<file path="src/rtl/imuldiv_mulresp_serializer.sv">
`default_nettype none
// ============================================================================
// Module   : imuldiv_mulresp_serializer
// Purpose  : Queues 64-bit multiplier results and emits them as 32-bit words
//            (low, high, or low-then-high) toward the writeback port.
// Revision : 1.0
// ============================================================================
module imuldiv_mulresp_serializer #(
    parameter int DEPTH = 2
) (
    input  logic        clk,
    input  logic        reset,
    input  logic [63:0] mulresp_msg_result,
    input  logic [1:0]  mulresp_msg_fn,
    input  logic        mulresp_val,
    output logic        mulresp_rdy,
    output logic [31:0] wbresp_msg_data,
    output logic        wbresp_msg_last,
    output logic        wbresp_val,
    input  logic        wbresp_rdy
);

    localparam int                 c_PTR_W    = $clog2(DEPTH);
    localparam int                 c_CNT_W    = $clog2(DEPTH + 1);
    localparam logic [c_PTR_W-1:0] c_PTR_LAST = c_PTR_W'(DEPTH - 1);
    localparam logic [c_CNT_W-1:0] c_CNT_FULL = c_CNT_W'(DEPTH);

    typedef enum logic {
        WORD0 = 1'b0,
        WORD1 = 1'b1
    } widx_t;

    logic [63:0]        r_result [DEPTH];
    logic [1:0]         r_fn     [DEPTH];
    logic [c_PTR_W-1:0] r_wr_ptr;
    logic [c_PTR_W-1:0] r_rd_ptr;
    logic [c_CNT_W-1:0] r_count;
    widx_t              r_widx;
    widx_t              w_widx_nxt;

    logic [63:0]        w_head_result;
    logic [1:0]         w_head_fn;
    logic               w_enq;
    logic               w_xfer;
    logic               w_pop;

    // Handshake outputs come only from registered occupancy (no bypass).
    assign mulresp_rdy   = (r_count != c_CNT_FULL);
    assign wbresp_val    = (r_count != '0);
    assign w_enq         = mulresp_val && mulresp_rdy;
    assign w_xfer        = wbresp_val && wbresp_rdy;
    assign w_pop         = w_xfer && wbresp_msg_last;
    assign w_head_result = r_result[r_rd_ptr];
    assign w_head_fn     = r_fn[r_rd_ptr];

    // Queue storage needs no reset: entries are only read while counted valid.
    always_ff @(posedge clk) begin
        if (w_enq) begin
            r_result[r_wr_ptr] <= mulresp_msg_result;
            r_fn[r_wr_ptr]     <= mulresp_msg_fn;
        end
    end

    always_ff @(posedge clk or posedge reset) begin
        if (reset) begin
            r_wr_ptr <= '0;
            r_rd_ptr <= '0;
            r_count  <= '0;
        end else begin
            if (w_enq) begin
                r_wr_ptr <= (r_wr_ptr == c_PTR_LAST) ? '0 : r_wr_ptr + 1'b1;
            end
            if (w_pop) begin
                r_rd_ptr <= (r_rd_ptr == c_PTR_LAST) ? '0 : r_rd_ptr + 1'b1;
            end
            case ({w_enq, w_pop})
                2'b10:   r_count <= r_count + 1'b1;
                2'b01:   r_count <= r_count - 1'b1;
                default: r_count <= r_count;
            endcase
        end
    end

    always_ff @(posedge clk or posedge reset) begin
        if (reset) begin
            r_widx <= WORD0;
        end else begin
            r_widx <= w_widx_nxt;
        end
    end

    // fn[1] set (10/11) means a two-word result: low word first, then high.
    always_comb begin
        wbresp_msg_data = w_head_result[31:0];
        wbresp_msg_last = 1'b1;
        w_widx_nxt      = r_widx;
        if (w_head_fn[1]) begin
            if (r_widx == WORD1) begin
                wbresp_msg_data = w_head_result[63:32];
            end else begin
                wbresp_msg_last = 1'b0;
            end
        end else if (w_head_fn[0]) begin
            wbresp_msg_data = w_head_result[63:32];
        end
        if (w_xfer) begin
            w_widx_nxt = wbresp_msg_last ? WORD0 : WORD1;
        end
    end

endmodule
`default_nettype wire

</file>
<file path="config.mk">
export PLATFORM = sky130hd
export DESIGN_NAME = imuldiv_mulresp_serializer
export DESIGN_NICKNAME = d
export VERILOG_FILES = /design/src/rtl/imuldiv_mulresp_serializer.sv
export SDC_FILE = /design/constraint.sdc
export NUM_CORES = 1
export LEC_CHECK = 0
export ABC_AREA = 1
export CAP_MARGIN = 40
export CORE_MARGIN = 3
export CORE_UTILIZATION = 35
export DETAILED_ROUTE_END_ITERATION = 10
export GPL_ROUTABILITY_DRIVEN = 0
export PLACE_DENSITY = 0.65
export SYNTH_ARGS = -nofsm -noshare
export SYNTH_HDL_FRONTEND = slang
export SYNTH_SLANG_ARGS = --single-unit
</file>
<file path="constraint.sdc">
create_clock -name clk -period 8.75 [get_ports clk]
set_input_delay 2.625 -clock clk [delete_from_list [all_inputs] [get_ports clk]]
set_output_delay 2.625 -clock clk [all_outputs]
set_load 0.02 [all_outputs]
</file>
# Word level (Yosys, flattened, before mapping)

Memories as Yosys holds them, arrays and structs flattened.
Index checks and enable logic that the tools add are counted.
Widths: inputs -> output; s select.

Bits of input ports: 70
Memory bits (writable): 132
Register bits after elaboration: 5
Word-level logic and storage cells: 29
Memories kept: 2

Add/subtract/negate cells: 4
Reductions and logical operators: 5
Eq/ne operators: 3
Muxes and demuxes: 11

Memories:

| memory   | depth | width | read ports | clocked after memory_dff | write ports | RTL line | text |
|---|---|---|---|---|---|---|---|
| r_result | 2     | 64    | 1          | 0                        | 1           | 33       | `logic [63:0] r_result [DEPTH];` |
| r_fn     | 2     | 2     | 1          | 0                        | 1           | 34       | `logic [1:0] r_fn [DEPTH];` |

Operators with widths:

| cell                | number |
|---|---|
| $mux 32             | 3 |
| $mux 1              | 7 |
| $pmux 2 s2          | 1 |
| $reduce_bool 2->1   | 2 |
| $logic_and 1x1->1   | 3 |
| $add 1x1->1 const B | 2 |
| $add 2x1->2 const B | 1 |
| $eq 2x1->1 const B  | 1 |
| $eq 2x2->1 const B  | 1 |
| $ne 2x2->1 const B  | 1 |
| $sub 2x1->2 const B | 1 |

# Logic depth before layout (Yosys ltp)

Gate-level depths: netlist (run 1).

Word-level depth: 5
Gate-level depth with buffers: 10
Mapped depth without buffers: 10

# Least setup slack after synthesis (run 1)

Ideal clock, no wire load.

Kind: input to register
From: input mulresp_val
To: memory r_fn[1][0] (enable)
Library setup time: 0.492 ns
Stages on the path: 2
Arrival time: 5.507 ns
Slack: 2.751 ns
Buffers on the path: 0
Path through: nand2_1 nor2_1

Cells in the longest elaborated chain, start to end: 3

Ends and longest elaborated chain:

| what                         | RTL line | text |
|---|---|---|
| start, declared              | 15       | `input logic mulresp_val,` |
| $logic_and 1x1->1            | 50       | `assign w_enq = mulresp_val && mulresp_rdy;` |
| $mux 1                       | 58       | `if (w_enq) begin` |
| $mux 1 (implied by the code) | 60       | `r_fn[r_wr_ptr] <= mulresp_msg_fn;` |
| end, declared                | 34       |  |

No other way between the ends.

# Final worst setup path (run 1)

From: register r_rd_ptr
To: output wbresp_msg_data[1]

Cells in the longest elaborated chain, start to end: 3

Ends and longest elaborated chain:

| what                                               | RTL line | text |
|---|---|---|
| start, declared                                    | 36       | `logic [c_PTR_W-1:0] r_rd_ptr;` |
| start signal, assigned                             | 74       | `r_rd_ptr <= (r_rd_ptr == c_PTR_LAST) ? '0 : r_rd_ptr + 1'b1;` |
| $mem_v2 2x64 / $mem_v2 2x2 (equally long branches) | --       |  |
| $mux 32 (on tied branches)                         | 103, 98  |  |
| $mux 32 (*)                                        | 97       | `if (w_head_fn[1]) begin` |
| end, declared                                      | 17       | `output logic [31:0] wbresp_msg_data,` |

Every way passes the cells marked *; elsewhere a longest branch is shown, timed or not.

==> flow_summary.toml, run 1 <==
[status]
outcome = "finished clean"

[clocking]
clockBufferDepth = 2
clk_pin_slew_ns = 0.06
clock_sinks = 137
cts_tree = "built"
ctsResizeCount = 0
htreeDepth = 4
cts_hold_buf = 0
clk_latency_ns = 0.41
ctsRootBufferMaster = "clkbuf_16"
cts_made_buffers = 17
cts_setup_buffers = 0

[grt]
overflow = 0
grt.total_usage_pct = 14.8
antenna_found_initial = 0
grt_pass1_wl_mm = 19.8
grt_max_degree = 67
grt_pass1_vias = 3811

[routing]
vias = 3689
drc = 0
drt_first_iter_violations = 288
wirelength_mm = 12.3
via_per_inst = 4.51
wl_per_cell_um = 15.0
antenna_left = 0
dr.pass1.iters = 5

[placed_design]
dp_slack_ns = 2.37
dp.final_hpwl_mm = 7.75
port_buffers = 104

[sta]
slew_headroom_pct = 40.9
finalWorstSetupSlack_ns = 1.95
worstMarginPinSlew_ns = 0.884
holdWs_ns = 0.513
hold_viol = 0
final_max_slew_viol_count = 0
finalSetupViolations = 0
rsz0062_at_grt = "false"
min_period_ns = 6.80
period_share_pct = 77.7
fmax_ghz = 0.147
clock_skew_ns = 0.00635
timing.setup.tns_ns = 0

[pwr]
vdd.ir_drop.worst_mv = 0.201
p_per_area_nw_per_um2 = 380
finalPower_uw = 2780
p_leak_uw = 0.00297

[logic_synthesis]
syn-num-nets = 559
yosysTopAreaCellShare_pct = 71.9
synth_area_um2 = 5520
yosysSeqAreaShare_pct = 74.1
yosys_warnings = 0
synthCells = 488
syn_avg_cell_area_um2 = 11.3
synth.ff_latch_count = 137
ys_top_cells_by_area = "edfxtp_1, nand2_1, nand3_1, dfrtp_1, buf_2"
ys_types = 17
yosys.area.top_type = "edfxtp_1"

[critical_path]
path_max_fanout = 42
worstPathArrival_ns = 4.17
worstSetupEndpointType = "output port"
critPathLaunchType = "flop"
r2r_slack_ns = 5.59
required_ns = 6.12
criticalPathCategory = "flop to output port"

[floorplan]
core-area_um2 = 15300
die_h_um = 132
ios = 105
rows = 45
start_util_pct = 36.0
dieArea_um2 = 17300
die_w_um = 132

[layout]
syn_to_final_growth_pct = 32.7
final_common_cell = "nand2_1"
final_nets = 665
drive_above_1_share_pct = 6.26
diodes = 0
final_cell_mix = "nand2_1, edfxtp_1, clkdlybuf4s50_1, nand3_1, clkbuf_16"

[flow_run]
maxCapViolCount = 0

[worst_hold_path]
hold_path_class = "flop to flop"
[metrics by stage]
step	instances	util [%]	instance area (um^2)
after floorplan	488	-	5520
after detailed placement	786	44.2	6770
after CTS	818	47.8	7320
after global routing	818	47.8	7320
final	818	47.8	7320
after global placement	785	44.1	6750
[path summary, 6_finish.rpt]
kind                               start            endpoint  cells after the start
worst max register to register  r_rd_ptr          r_count[1]                     10
worst min-delay path              r_widx              r_widx                      2
worst max-delay path            r_rd_ptr  wbresp_msg_data[1]                      8
min in group asynchronous          reset            r_wr_ptr                      2
worst min register to register    r_widx              r_widx                      2
max in group asynchronous          reset            r_rd_ptr                      2
[registers in the layout, summed over array words and instances, names as in the netlist]
register,flops
r_count,2
r_rd_ptr,1
r_widx,1
r_wr_ptr,1
r_result,128
r_fn,4
[synthesized netlist by cell type]
cell type and instances:
clkbuf_1 2, nand2_2 1, nand3_1 33, a21oi_1 2, buf_2 18, inv_1 10, or2_2 1, ha_1 1
nand3b_2 1, xnor2_1 1, nand2_1 271, buf_4 3, edfxtp_1 132, xor2_1 1, dfrtp_1 5, inv_2 1
nor2_1 5
[logic make-up after synthesis]
group	synth area share [%]
AND/OR/NAND/NOR	22.2
flip-flops	74.1
buffers and inverters	2.93
AO/OA/AOI/OAI	0.181
XOR/XNOR	0.318
adder cells (fa/ha/maj)	0.227
[routing by layer]
layer | GRT usage, % | vias up | share of wire, %
li1 | - | 1833 | -
met1 | 18.7 | 1742 | 46
met2 | 23.7 | 105 | 47
met3 | 4.98 | 9 | 5.9
met4 | 5.66 | 0 | 0.95
met5 | 0 | - | 0
[final cells by class]
class                           count  area (um^2)
Clock buffer                       20          437
Tap cell                          211          264
Fill cell                        1407         8000
Clock inverter                     12          108
Sequential cell                   137         4090
Timing Repair Buffer              110         1100
Inverter                           11         41.3
Multi-Input combinational cell    317         1280
[critical path, cell delays in order (launching register included)]
cell             delay, ns
dfrtp_2               0.65
buf_4                 0.50
inv_2                 0.07
nand2_1               0.11
nand3b_2              0.65
nand2_2               0.84
nand2_1               0.13
nand2_1               0.15
clkdlybuf4s50_1       0.62
[power breakdown]
part           leakage [uW]  total (uW)  internal (uW)  switching, uW
Combinational       0.00142        1170            445            724
Clock              0.000267         659            412            247
Sequential          0.00128         951            897           54.2
Total               0.00297        2780           1750           1030
Note: power is estimated with default switching activity, not from simulation.
==> run 2, diff against run 1 <==
PLACE_DENSITY = 0.67   (was 0.65)
clock period = 5.5 ns   (was 8.75 ns; I/O delays follow)
==> run 2 against run 1 <==
Flip-flop and latch count unchanged. Wire length increased by 0.78%. Final area increased by 1.0%. Core utilization increased by 0.48 points. Sequential power increased by 58%. Total power increased by 63%. First-iteration DRC count increased by 2.4%. Via count increased by 1.8%. Largest cell class unchanged.
==> flow_summary.toml, run 2 (same netlist as run 1, synthesis figures left out) <==
[status]
outcome = "finished clean"

[clocking]
clk_latency_ns = 0.41
htreeDepth = 4
clockBufferDepth = 2
ctsRootBufferMaster = "clkbuf_16"
clock_sinks = 137
cts_setup_buffers = 0
cts_made_buffers = 17
clk_pin_slew_ns = 0.06
ctsResizeCount = 0
cts_hold_buf = 0
cts_tree = "built"

[layout]
regMostFlops = "r_result"
largestRegisters = "r_result (128), r_fn (4), r_count (2)"
syn_to_final_growth_pct = 34.0
final_common_cell = "nand2_1"
fin_area_um2 = 7390
drive_above_1_share_pct = 7.55
final_nets = 667
diodes = 0
nFillCells = 1369
final_cell_mix = "nand2_1, edfxtp_1, clkdlybuf4s50_1, nand3_1, clkbuf_16"
largest_register_ffs = 128

[routing]
drt_first_iter_violations = 295
wl_per_cell_um = 15.1
antenna_left = 0
drc = 0
via_per_inst = 4.58
wirelength_mm = 12.4
vias = 3756
dr.pass1.iters = 4

[critical_path]
rr_worst_depth = 10
worstPathArrival_ns = 3.28
critPathLaunchType = "flop"
worstSetupEndpointType = "output port"
criticalPathCategory = "flop to output port"
path_max_fanout = 33
required_ns = 3.85

[pwr]
p_leak_uw = 0.00299
p_per_area_nw_per_um2 = 612
vdd.ir_drop.worst_mv = 0.341

[sta]
timing.setup.tns_ns = 0
finalWorstSetupSlack_ns = 0.572
slew_headroom_pct = 54.0
finalSetupViolations = 0
clock_skew_ns = 0.00416
fmax_ghz = 0.203
min_period_ns = 4.93
rsz0062_at_grt = "false"
final_max_slew_viol_count = 0
period_share_pct = 89.6
hold_viol = 0
worstMarginPinSlew_ns = 0.688

[placed_design]
place_area_um2 = 6790
port_buffers = 104
dp_slack_ns = 0.968
dp.final_hpwl_mm = 7.84

[floorplan]
dieArea_um2 = 17300
start_util_pct = 36.0
ios = 105
core-area_um2 = 15300
die_h_um = 132
die_w_um = 132
rows = 45

[grt]
grt.total_usage_pct = 14.9
grt_pass1_wl_mm = 20.1
grt_max_degree = 56
overflow = 0
antenna_found_initial = 0
grt_pass1_vias = 3987

[worst_hold_path]
hold_path_class = "flop to flop"
whs_path_depth = 2

[flow_run]
maxCapViolCount = 0
-- run 2: cell count changes in the layout (fill, tap and decap cells not counted), moves of 2 or more --
cell / previous run / this run
buf_4: 5 / 7
clkbuf_1: 3 / 0
clkinv_1: 4 / 1
clkinv_2: 5 / 2
clkinv_4: 0 / 4
clkinvlp_4: 1 / 4
-- run 2: stage by stage --
step | instances | hold WS, ns | total power, uW | utilization, %
after floorplan | 488 | 0.473 | 2650 | -
after global placement | 787 | 0.494 | 3390 | 44.2
after detailed placement | 788 | 0.516 | 3420 | 44.3
after CTS | 820 | 0.526 | 4580 | 48.3
after global routing | 820 | 0.550 | 4810 | 48.3
final | 820 | 0.520 | 4520 | 48.3
-- run 2: worst max-delay path, cell delays in order (launching register included) --
cell and delay [ns]:
dfrtp_2 0.50, inv_2 0.39, nand2_1 0.16, nand2_1 0.09, nand2_1 0.05, buf_4 0.25, nand2_2 0.56, nand2_1 0.12
nand2_1 0.12, clkdlybuf4s50_1 0.61
-- run 2: routing by layer --
layer	global-route usage [%]	share of wire, %	vias up	routed length (um)
met5	0	0	-	0
met4	6.59	1.5	0	184
met3	4.52	5.1	15	633
met2	23.8	48	116	5960
met1	18.6	45	1788	5630
li1	-	-	1837	-
-- run 2: worst paths after layout --
path | slack, ns | end | from
min in group asynchronous | 1.45 | r_count[1] | reset
min | 0.52 | r_widx | r_widx
max | 0.57 | wbresp_msg_data[5] | r_rd_ptr
max reg2reg | 2.97 | r_count[1] | r_rd_ptr
min reg2reg | 0.52 | r_widx | r_widx
max in group asynchronous | 3.86 | r_rd_ptr | reset
-- run 2: where the power goes --
group	switching [uW]	internal [uW]
Sequential	75.0	1430
Combinational	1170	714
Clock	425	712
-- run 2: cell type report --
class | count | area, um^2 | area share (%)
Sequential cell | 137 | 4090 | 55.3
Tap cell | 211 | 264 | 3.57
Multi-Input combinational cell | 317 | 1280 | 17.3
Timing Repair Buffer | 112 | 1110 | 15.1
Clock buffer | 17 | 425 | 5.75
Clock inverter | 15 | 178 | 2.40
Inverter | 11 | 41.3 | 0.559
